## src/rtl/inst_axi_bridge_pkg.sv

```systemverilog
// Shared definitions for the instruction-side SRAM-to-AXI bridge.
//   BRIDGE_ID_W     : width of the AXI read ID
//   AXI_BURST_INCR  : arburst encoding for INCR
//   AXI_SIZE_4B     : arsize encoding for a 4-byte beat
//   AXI_LEN_1BEAT   : arlen for a single-beat burst
//   ar_state_t      : AR channel state (idle / address presented)
//   ctr_width()     : bits needed to count 0..max_out inclusive
package inst_axi_bridge_pkg;

  localparam int         BRIDGE_ID_W    = 4;
  localparam logic [1:0] AXI_BURST_INCR = 2'b01;
  localparam logic [2:0] AXI_SIZE_4B    = 3'd2;
  localparam logic [7:0] AXI_LEN_1BEAT  = 8'd0;

  typedef enum logic {
    AR_IDLE = 1'b0,
    AR_BUSY = 1'b1
  } ar_state_t;

  function automatic int ctr_width(input int max_out);
    return $clog2(max_out + 1);
  endfunction

endpackage

```

## src/rtl/inst_axi_bridge_if.sv

```systemverilog
// Bus bundles used by the instruction bridge.
//   inst_sram_if : fetch-stage SRAM-like port.
//                  master = fetch stage (drives req/addr), slave = bridge.
//                  req, wr, size[1:0], addr[31:0], wstrb[3:0], wdata[31:0]
//                  addrok, dataok, rdata[31:0]
//   axi_rd_if    : single-beat AXI read channels (AR + R).
//                  master = bridge, slave = memory / interconnect.
//                  arid, araddr, arlen, arsize, arburst, arvalid, arready
//                  rid, rdata, rresp, rlast, rvalid, rready
interface inst_sram_if;
  logic        req;
  logic        wr;
  logic [1:0]  size;
  logic [31:0] addr;
  logic [3:0]  wstrb;
  logic [31:0] wdata;
  logic        addrok;
  logic        dataok;
  logic [31:0] rdata;

  modport master (output req, wr, size, addr, wstrb, wdata,
                  input  addrok, dataok, rdata);
  modport slave  (input  req, wr, size, addr, wstrb, wdata,
                  output addrok, dataok, rdata);
endinterface

interface axi_rd_if;
  import inst_axi_bridge_pkg::*;
  logic [BRIDGE_ID_W-1:0] arid;
  logic [31:0]            araddr;
  logic [7:0]             arlen;
  logic [2:0]             arsize;
  logic [1:0]             arburst;
  logic                   arvalid;
  logic                   arready;
  logic [BRIDGE_ID_W-1:0] rid;
  logic [31:0]            rdata;
  logic [1:0]             rresp;
  logic                   rlast;
  logic                   rvalid;
  logic                   rready;

  modport master (output arid, araddr, arlen, arsize, arburst, arvalid, rready,
                  input  arready, rid, rdata, rresp, rlast, rvalid);
  modport slave  (input  arid, araddr, arlen, arsize, arburst, arvalid, rready,
                  output arready, rid, rdata, rresp, rlast, rvalid);
endinterface

```

## src/rtl/inst_axi_bridge_outstanding_ctr.sv

```systemverilog
// outstanding_ctr: in-flight transaction counter with limit compare.
// Shared with the data-side bridge.
//   clk, reset : clock, synchronous active-high reset
//   inc        : a transaction was accepted this cycle
//   dec        : a transaction retired this cycle
//   cnt        : current in-flight count
//   cnt_next   : count after this cycle's inc/dec
//   below_max  : cnt < MAX, i.e. room for another accept
module outstanding_ctr
  import inst_axi_bridge_pkg::*;
#(
  parameter  int MAX = 2,
  localparam int CW  = ctr_width(MAX)
) (
  input  logic          clk,
  input  logic          reset,
  input  logic          inc,
  input  logic          dec,
  output logic [CW-1:0] cnt,
  output logic [CW-1:0] cnt_next,
  output logic          below_max
);

  // inc and dec together cancel out
  always_comb begin
    cnt_next = cnt;
    case ({inc, dec})
      2'b10:   cnt_next = cnt + CW'(1);
      2'b01:   cnt_next = cnt - CW'(1);
      default: cnt_next = cnt;
    endcase
  end

  always_ff @(posedge clk) begin
    if (reset) cnt <= '0;
    else       cnt <= cnt_next;
  end

  assign below_max = (cnt < CW'(MAX));

endmodule

```

## src/rtl/inst_axi_bridge.sv

```systemverilog
// inst_axi_bridge: fetch-stage SRAM-like port -> single-beat AXI read.
// Tracks up to MAX_OUTSTANDING accepted-but-undelivered fetches; every
// returned word is registered and presented with a one-cycle dataok.
// Optional feature macro INST_BRIDGE_CANCEL_EN adds a flush input that
// discards the responses of every fetch in flight at the flush.
//   clk, reset : clock, synchronous active-high reset
//   flush      : exception flush pulse (only with INST_BRIDGE_CANCEL_EN)
//   sram       : inst_sram_if.slave (req/addr in, addrok/dataok/rdata out;
//                wr/size/wstrb/wdata ignored)
//   axi        : axi_rd_if.master (AR + R; rid/rresp/rlast ignored)
module inst_axi_bridge
  import inst_axi_bridge_pkg::*;
#(
  parameter int                     MAX_OUTSTANDING = 2,
  parameter logic [BRIDGE_ID_W-1:0] ARID_VAL        = '0
) (
  input  logic      clk,
  input  logic      reset,
`ifdef INST_BRIDGE_CANCEL_EN
  input  logic      flush,
`endif
  inst_sram_if.slave sram,
  axi_rd_if.master   axi
);

  localparam int CW = ctr_width(MAX_OUTSTANDING);

  ar_state_t   ar_state, ar_state_nxt;
  logic        addrok, accept, below_max, drop;
  logic [31:0] araddr_q;
  logic [31:0] rbuf;
  logic        rbuf_v;
  logic [CW-1:0] cnt, cnt_next;

  // Only one AR may be presented at a time; the limit gate keeps cnt
  // from overflowing.
  assign addrok = (ar_state == AR_IDLE) && below_max;
  assign accept = sram.req && addrok;

  // ---------------- AR channel ----------------
  always_ff @(posedge clk) begin
    if (reset) ar_state <= AR_IDLE;
    else       ar_state <= ar_state_nxt;
  end

  always_comb begin
    ar_state_nxt = ar_state;
    case (ar_state)
      AR_IDLE: if (accept)      ar_state_nxt = AR_BUSY;
      AR_BUSY: if (axi.arready) ar_state_nxt = AR_IDLE;
      default:                  ar_state_nxt = AR_IDLE;
    endcase
  end

  // Address only loads on accept, which cannot happen while arvalid is
  // high, so it is stable for the whole AR handshake.
  always_ff @(posedge clk) begin
    if (reset)       araddr_q <= '0;
    else if (accept) araddr_q <= sram.addr;
  end

  // ---------------- R channel ----------------
  // No backpressure: every beat is captured and shown for one cycle.
  always_ff @(posedge clk) begin
    if (reset) begin
      rbuf   <= '0;
      rbuf_v <= 1'b0;
    end else begin
      rbuf_v <= axi.rvalid;
      if (axi.rvalid) rbuf <= axi.rdata;
    end
  end

  // Retire on the delivery cycle (one after the R beat), so addrok
  // reopens the cycle after dataok.
  outstanding_ctr #(.MAX(MAX_OUTSTANDING)) u_ctr (
    .clk       (clk),
    .reset     (reset),
    .inc       (accept),
    .dec       (rbuf_v),
    .cnt       (cnt),
    .cnt_next  (cnt_next),
    .below_max (below_max)
  );

  // ---------------- flush cancel ----------------
`ifdef INST_BRIDGE_CANCEL_EN
  // Everything still owed after this cycle (including a same-cycle
  // accept, excluding a same-cycle delivery) must be thrown away.
  // Responses return in order, so the next drop_cnt beats are exactly
  // those. A second flush simply reloads.
  logic [CW-1:0] drop_cnt;

  always_ff @(posedge clk) begin
    if (reset)               drop_cnt <= '0;
    else if (flush)          drop_cnt <= cnt_next;
    else if (rbuf_v && drop) drop_cnt <= drop_cnt - CW'(1);
  end

  assign drop = (drop_cnt != '0);
`else
  assign drop = 1'b0;

  logic unused_cnt_next;
  assign unused_cnt_next = ^cnt_next;
`endif

  // ---------------- outputs ----------------
  assign sram.addrok = addrok;
  assign sram.dataok = rbuf_v && !drop;
  assign sram.rdata  = rbuf;

  assign axi.arid    = ARID_VAL;
  assign axi.araddr  = araddr_q;
  assign axi.arlen   = AXI_LEN_1BEAT;
  assign axi.arsize  = AXI_SIZE_4B;
  assign axi.arburst = AXI_BURST_INCR;
  assign axi.arvalid = (ar_state == AR_BUSY);
  assign axi.rready  = 1'b1;

  // Fetch is read-only and single-ID/single-beat with no bus-error path.
  logic unused_ok;
  assign unused_ok = ^{sram.wr, sram.size, sram.wstrb, sram.wdata,
                       axi.rid, axi.rresp, axi.rlast, cnt};

endmodule

```

## src/flat_wrapper.sv

```systemverilog
// flat-port wrapper written by rule: the top's interface ports become plain ports
module inst_axi_bridge_flat import inst_axi_bridge_pkg::*;
#(
  parameter int                     MAX_OUTSTANDING = 2,
  parameter logic [BRIDGE_ID_W-1:0] ARID_VAL        = '0
)
  (clk, reset, sram_req, sram_wr, sram_size, sram_addr, sram_wstrb, sram_wdata, sram_addrok, sram_dataok, sram_rdata, axi_arid, axi_araddr, axi_arlen, axi_arsize, axi_arburst, axi_arvalid, axi_rready, axi_arready, axi_rid, axi_rdata, axi_rresp, axi_rlast, axi_rvalid);
  inst_sram_if sram_i ();
  axi_rd_if axi_i ();
  input  logic clk;
  input  logic reset;
  input wire logic [$bits(sram_i.req)-1:0] sram_req;
  input wire logic [$bits(sram_i.wr)-1:0] sram_wr;
  input wire logic [$bits(sram_i.size)-1:0] sram_size;
  input wire logic [$bits(sram_i.addr)-1:0] sram_addr;
  input wire logic [$bits(sram_i.wstrb)-1:0] sram_wstrb;
  input wire logic [$bits(sram_i.wdata)-1:0] sram_wdata;
  output wire logic [$bits(sram_i.addrok)-1:0] sram_addrok;
  output wire logic [$bits(sram_i.dataok)-1:0] sram_dataok;
  output wire logic [$bits(sram_i.rdata)-1:0] sram_rdata;
  output wire logic [$bits(axi_i.arid)-1:0] axi_arid;
  output wire logic [$bits(axi_i.araddr)-1:0] axi_araddr;
  output wire logic [$bits(axi_i.arlen)-1:0] axi_arlen;
  output wire logic [$bits(axi_i.arsize)-1:0] axi_arsize;
  output wire logic [$bits(axi_i.arburst)-1:0] axi_arburst;
  output wire logic [$bits(axi_i.arvalid)-1:0] axi_arvalid;
  output wire logic [$bits(axi_i.rready)-1:0] axi_rready;
  input wire logic [$bits(axi_i.arready)-1:0] axi_arready;
  input wire logic [$bits(axi_i.rid)-1:0] axi_rid;
  input wire logic [$bits(axi_i.rdata)-1:0] axi_rdata;
  input wire logic [$bits(axi_i.rresp)-1:0] axi_rresp;
  input wire logic [$bits(axi_i.rlast)-1:0] axi_rlast;
  input wire logic [$bits(axi_i.rvalid)-1:0] axi_rvalid;
  assign sram_i.req = sram_req;
  assign sram_i.wr = sram_wr;
  assign sram_i.size = sram_size;
  assign sram_i.addr = sram_addr;
  assign sram_i.wstrb = sram_wstrb;
  assign sram_i.wdata = sram_wdata;
  assign sram_addrok = sram_i.addrok;
  assign sram_dataok = sram_i.dataok;
  assign sram_rdata = sram_i.rdata;
  assign axi_arid = axi_i.arid;
  assign axi_araddr = axi_i.araddr;
  assign axi_arlen = axi_i.arlen;
  assign axi_arsize = axi_i.arsize;
  assign axi_arburst = axi_i.arburst;
  assign axi_arvalid = axi_i.arvalid;
  assign axi_rready = axi_i.rready;
  assign axi_i.arready = axi_arready;
  assign axi_i.rid = axi_rid;
  assign axi_i.rdata = axi_rdata;
  assign axi_i.rresp = axi_rresp;
  assign axi_i.rlast = axi_rlast;
  assign axi_i.rvalid = axi_rvalid;
  inst_axi_bridge #(.MAX_OUTSTANDING(MAX_OUTSTANDING), .ARID_VAL(ARID_VAL)) u_core (.clk(clk), .reset(reset), .sram(sram_i), .axi(axi_i));
endmodule
```

## config.mk

```make
export PLATFORM = sky130hd
export DESIGN_NAME = inst_axi_bridge_flat
export DESIGN_NICKNAME = d
export VERILOG_FILES = /design/src/rtl/inst_axi_bridge_pkg.sv /design/src/rtl/inst_axi_bridge_if.sv /design/src/rtl/inst_axi_bridge_outstanding_ctr.sv /design/src/rtl/inst_axi_bridge.sv /design/src/flat_wrapper.sv
export SDC_FILE = /design/constraint.sdc
export NUM_CORES = 1
export LEC_CHECK = 0
export ABC_AREA = 1
export CAP_MARGIN = 20
export CELL_PAD_IN_SITES_DETAIL_PLACEMENT = 0
export CELL_PAD_IN_SITES_GLOBAL_PLACEMENT = 1
export CORE_MARGIN = 1.5
export CORE_UTILIZATION = 35
export DETAILED_ROUTE_END_ITERATION = 7
export DONT_BUFFER_PORTS = 1
export GPL_TIMING_DRIVEN = 0
export HOLD_SLACK_MARGIN = 0.08
export PLACE_DENSITY = 0.78
export SETUP_SLACK_MARGIN = 0.05
export SYNTH_ARGS = -nofsm -noshare
export SYNTH_HDL_FRONTEND = slang
export SYNTH_SLANG_ARGS = --single-unit
```

## constraint.sdc

```tcl
create_clock -name clk -period 3.4 [get_ports clk]
set_input_delay 0.17 -clock clk [delete_from_list [all_inputs] [get_ports clk]]
set_output_delay 0.17 -clock clk [all_outputs]
set_load 0.03 [all_outputs]
```

==> results.md, run 1 <==
* R2R Setup Slk at 1.63 ns
* Final Skew at 0.00951 ns
* Yosys reg bits at 68
* Top cell type's share of synthesized area at 53.3%
* Fraction of layout cells with a size suffix above 1 at 12.1%
* Crit path launch type: register
* Hpwl dp at 4.23 mm
* Slowest cell on crit path: dlygate4sd3_1
* Max-cap check violation count at 0
* Final nets at 533
* Post-synthesis cell area at 0.00256 mm2
* Post-Syn Area per Cell at 7.91 um2
* Design area at 0.00365 mm2
* Setup violators final at 0
* Vias at 2,321
* Finished Layout Cells at 518
* Vias per std cell at 4.48
* R2R Path Start: u_core.axi.arvalid
* Worst Setup SP: u_core.axi.arvalid
* Critical path type: register to register
* Sum of negative setup slack at 0 ns
* Final Hold Fails at 0
* Leading cell type in the layout, fill and taps excluded: nor2_1
* Int Pwr at 1.51 mW
* Worst-Skew Late Latency at 0.34 ns
* Die Span Y at 88.5 um
* Port bufs at 0
* Logic pwr share at 14.3%
* Die Area at 0.00783 mm2
* Type of the most critical hold path: input pin to register
* Post-Place Cell Area at 0.00274 mm2
* DRC at 0
* Final Max Slew Viols at 0
* CP cell instances: nor2_4 -> nand2_4 -> buf_6 -> a21oi_1 -> dlygate4sd3_1
* Synthesis Warnings at 0
* Hold path startpoint: sram_req
* Core Area at 0.00694 mm2
* Initial Util at 36.8%
* CP Max Fanout at 10
* Synth top area cells: dfxtp_1 53%, nor2_1 20%, o21ai_0 9.4%
* Synth cell types at 21
* Most frequent cells in the layout: 133 x nor2_1, 68 x dfxtp_1, 67 x dlygate4sd3_1, 48 x o21ai_0
* Initial DRT Pass Iterations at 4
* Net Sw Frac at 30.6%
* H-Tree Depth at 3
* CTS sink count at 68
* Io pins at 200
* NetSw at 665 uW
* Hold_ws at 0.147 ns
* ANT cells at 0
* RSZ-0062 raised after global routing: no
* Vias in the first global route at 2,332
* Worst Path Arrival at 2.05 ns
* Reg clk slew, reported paths at 0.07 ns
* Clock Power Share at 36.4%
* Final Wtd Congestion at 0.715
* Seq pwr share at 49.3%
* Total global-route track usage at 17.4%
* Syn Inst Count at 323
* Final WL at 6.73 mm
* Dominant cell type by area after synthesis: dfxtp_1
* Final period utilization at 52.0%
* Die X at 88.5 um
* Congestion Overflow GR at 0
* PD cells at 595 mW/mm2
* VDD IR-drop max at 266 uV
* WP data required at 3.68 ns
* Global-route wire length before repair at 10.2 mm
* Area growth, synth to finish at 42.7%
* Placed instance count at 435
* Post-CTS Setup Inserts at 0
* TritonCTS clock tree: yes
* Layout fillers at 640
* Cts bufs inserted at 9
* Initial DRC count at 52
* Routed Antenna Nets at 0
* Fin crit period at 1.77 ns
* CTS root buffer: clkbuf_8
* Leakage power at 1.60 nW
* Rows at 30
* Crit-path max cell delay at 0.55 ns
* Routed WL per cell at 13.0 um
* Max Fclk at 566 MHz
* Endpoint class of the critical path: register
* Number of antenna violations at the first check in global routing at 0
* Outcome: finished, final reports clean
* Clk buf depth at 2
* Largest net degree at the start of global routing at 13
* Seq/Total Area, Yosys at 53.3%
[stage by stage]
step | utilization [%] | setup WS [ns] | power, mW
2_1_floorplan | - | 1.78 | 1.28
4_1_cts | 52.5 | 1.63 | 2.19
3_5_place_dp | 39.4 | 1.65 | 1.33
5_1_grt | 52.5 | 1.52 | 2.29
3_3_place_gp | 39.4 | 1.66 | 1.32
6_report | 52.5 | 1.63 | 2.17
[final timing paths]
kind / to / depth (start not counted)
hold / removal: u_core.axi.araddr[8] / 3
hold reg to reg: u_core.u_ctr.cnt[0] / 2
setup reg to reg: u_core.axi.arvalid / 5
setup / recovery: u_core.axi.arvalid / 5
[repair_timing]
item / CTS / global route
endpoints found under the hold margin: 66 / 0
resized for setup: 0 / 0
hold buffers: 67 / 0
[cell usage after synthesis]
cell        n
nand4_1     1
buf_4      18
buf_2       8
o21ai_1    17
clkbuf_1    4
clkbuf_4    1
a21oi_1     2
o21ai_0    48
buf_8       1
dfxtp_1    68
inv_6       1
nor2_1    133
conb_1      2
buf_1       1
buf_6       4
nor2_4      1
inv_1       5
nand2_1     5
nand2_4     1
ha_1        1
inv_2       1
[layout make-up]
cell class,instances,area (um2),area share (%)
timing repair buffer,67,671,18.4
multi-input combinational,227,962,26.4
clock inverter,6,113,3.09
inverter,7,31.3,0.858
buffer,37,262,7.17
clock buffer,10,128,3.50
sequential,68,1360,37.3
tap,96,120,3.29
[cell families (layout without fill, tap and decap cells)]
group / Yosys count / count (layout) / synth area share, %
simple gates: 141 / 141 / 21.4
flops: 68 / 68 / 53.3
compound gates: 67 / 67 / 13.1
buf+inv: 44 / 127 / 11.5
other cells: 2 / 18 / 0.294
fa+ha+maj: 1 / 1 / 0.489
[metal layers]
metal,up-vias,track usage [%],routed length (um)
li1,1171,-,-
met1,1022,18.3,2700
met2,116,30.0,3230
met3,12,9.05,707
met4,0,5.82,87
met5,-,0,0
[flip-flops by register name, summed over array words and instances, names as in the netlist]
register            count
u_core.u_ctr.cnt        2
u_core.axi.araddr      32
u_core.sram.rdata      32
u_core.sram.dataok      1
u_core.axi.arvalid      1
[worst max-delay path: cells and delay by family, from the launching register on]
kind / cells / cell delay (ns)
buffers and inverters: 2 / 0.72
DFF: 1 / 0.44
and+or+nand+nor: 2 / 0.44
AOI/OAI and AO/OA: 1 / 0.11
[power by group through the flow]
stage	combinational (mW)	sequential (mW)	clock (mW)
floorplan	0.209	1.07	0
global placement	0.237	1.09	0
detailed placement	0.244	1.09	0
CTS	0.308	1.07	0.813
global route	0.349	1.08	0.856
finish	0.311	1.07	0.791
No activity file was read; power rests on OpenSTA's default activity.
==> run 2: changes to the inputs <==
==> constraint.sdc (replaced) <==
create_clock -name clk -period 1.8 [get_ports clk]
set_input_delay 0.09 -clock clk [delete_from_list [all_inputs] [get_ports clk]]
set_output_delay 0.09 -clock clk [all_outputs]
set_load 0.03 [all_outputs]
==> run 2 against run 1 <==
Against the previous run: sequential power increased by 89%; highest routed layer unchanged; power increased by 90%; clock skew about the same; register-to-register slack got worse by 1.5 ns; via count grew 1.5%; worst hold slack worse by 0.034 ns; sequential cell count is the same; core utilization is 0.95 points higher; count of clock-buffer cells in the layout unchanged; setup slack got worse by 1.5 ns.
==> results.md, run 2 (same netlist as run 1, synthesis figures left out) <==
* Final WL at 6.91 mm
* Most frequent cells in the layout: 133 x nor2_1, 72 x dlygate4sd3_1, 67 x dfxtp_1, 48 x o21ai_0, 20 x buf_4
* Reg2reg path depth at 5
* Outcome: finished, final reports clean
* Endpoint class of the critical path: register
* Area growth, synth to finish at 45.3%
* Fraction of layout cells with a size suffix above 1 at 12.6%
* Initial DRC count at 45
* Congestion Overflow GR at 0
* DRC at 0
* Top delay family on crit path: buffers and inverters
* Cts bufs inserted at 9
* Buf/Inv on CP at 1
* Final Hold Fails at 0
* Initial Util at 36.8%
* Hold path startpoint: reset
* Final period utilization at 92.8%
* Routed WL per cell at 13.2 um
* Finished Layout Cells at 525
* Hold worst-path end: u_core.axi.araddr[9]
* Leakage power at 1.63 nW
* Clk buf depth at 2
* CTS sink count at 68
* Design area at 0.00371 mm2
* Worst Path Arrival at 1.90 ns
* Area taken by multi-input logic gates at 962 um2
* ANT cells at 0
* Routed Antenna Nets at 0
* Crit-path max cell delay at 0.59 ns
* Type of the most critical hold path: input pin to register
* CP Max Fanout at 7
* Rows at 30
* VDD IR-drop max at 506 uV
* Slowest cell on crit path: dlygate4sd3_1
* Initial DRT Pass Iterations at 6
* Post-Place Cell Area at 0.00274 mm2
* Fin crit period at 1.67 ns
* Critical path type: register to register
* Hold path depth at 4
* Hpwl dp at 4.23 mm
* Final Wtd Congestion at 0.715
* Max-cap check violation count at 0
* CTS root buffer: clkbuf_8
* H-Tree Depth at 3
* R2R Path Start: u_core.axi.arvalid
* Vias at 2,356
* Global-route wire length before repair at 10.5 mm
* Total global-route track usage at 17.8%
* Leading cell type in the layout, fill and taps excluded: nor2_1
* Layout fillers at 634
* Crit path launch type: register
* Placed instance count at 435
* TritonCTS clock tree: yes
* R2R Setup Slk at 0.13 ns
* CP cell instances: nor2_4 -> nand2_4 -> o21ai_0 -> dlygate4sd3_1 -> nor2_1
* WP data required at 2.03 ns
* Final Skew at 0.00907 ns
* Reg clk slew, reported paths at 0.07 ns
* Number of antenna violations at the first check in global routing at 0
* Die Area at 0.00783 mm2
* Final nets at 540
* Final Max Slew Viols at 0
* Vias per std cell at 4.49
* Tot Pwr at 4.13 mW
* FF+latch area at 0.00136 mm2
* Final core utilization at 53.5%
* Die X at 88.5 um
* Port bufs at 0
* Max Fclk at 599 MHz
* Vias in the first global route at 2,373
* Core Area at 0.00694 mm2
* Setup violators final at 0
* PD cells at 1110 mW/mm2
* Sum of negative setup slack at 0 ns
* Largest net degree at the start of global routing at 13
* Worst-Skew Late Latency at 0.34 ns
* RSZ-0062 raised after global routing: yes
* Reg2reg end: u_core.axi.araddr[27]
* Die Span Y at 88.5 um
* Io pins at 200
[run 2: changes by cell type in the layout (fill, tap and decap cells not counted), sizes merged]
cell and change:
buf +2, dlygate4sd3 +5
[run 2: final cells by class]
type                       instances  area share, %
tap                               96           3.23
multi-input combinational        227           25.9
clock inverter                     6           3.03
timing repair buffer              74           19.8
clock buffer                      10           3.44
buffer                            37           7.04
inverter                           7          0.842
sequential                        68           36.7
[run 2: how the worst max path moves through the flow]
stage	from	to	slack [ns]	cells past startpoint
floorplan	u_core.axi.arvalid	u_core.u_ctr.cnt[1]	0.18	9
global placement	u_core.axi.arvalid	u_core.u_ctr.cnt[1]	0.06	9
detailed placement	u_core.axi.arvalid	u_core.u_ctr.cnt[1]	0.05	9
CTS	u_core.axi.arvalid	u_core.axi.arvalid	0.09	5
global route	u_core.axi.arvalid	u_core.axi.araddr[27]	0.05	5
finish	u_core.axi.arvalid	u_core.axi.araddr[27]	0.13	5
[run 2: what timing repair did]
item,CTS,global route
pin swaps,1,2
hold endpoints to repair,66,0
setup buffers,0,2
hold buffers,72,0
setup endpoints to repair,1,6
gates resized for setup,1,0
cloned,0,0
[run 2: per-stage QoR]
step	setup slack, ns	hold WS (ns)
after CTS	0.0900	0.108
after global routing	0.0479	0.127
final	0.130	0.114
after detailed placement	0.0543	0.165
after global placement	0.0611	0.161
after floorplan	0.178	0.159
[run 2: routing by layer]
metal	part of all wire, %	wire [um]	up-vias	track usage (%)
li1	-	-	1185	-
met1	40	2740	1044	18.6
met2	49	3380	116	31.3
met3	10	716	11	8.96
met4	1.2	84	0	5.82
met5	0	0	-	0
[run 2: tightest hold or removal path: cells and delay by family]
| kind | cells | cell delay, ns |
|---|---|---|
| AND/OR/NAND/NOR | 1 | 0.04 |
| buffers and inverters | 2 | 0.19 |
| AO/OA/AOI/OAI | 1 | 0.09 |
[run 2: where the power goes]
part / switching (mW) / total [mW] / internal (mW)
registers: 0.371 / 2.02 / 1.65
logic: 0.322 / 0.612 / 0.291
clock network: 0.572 / 1.50 / 0.923
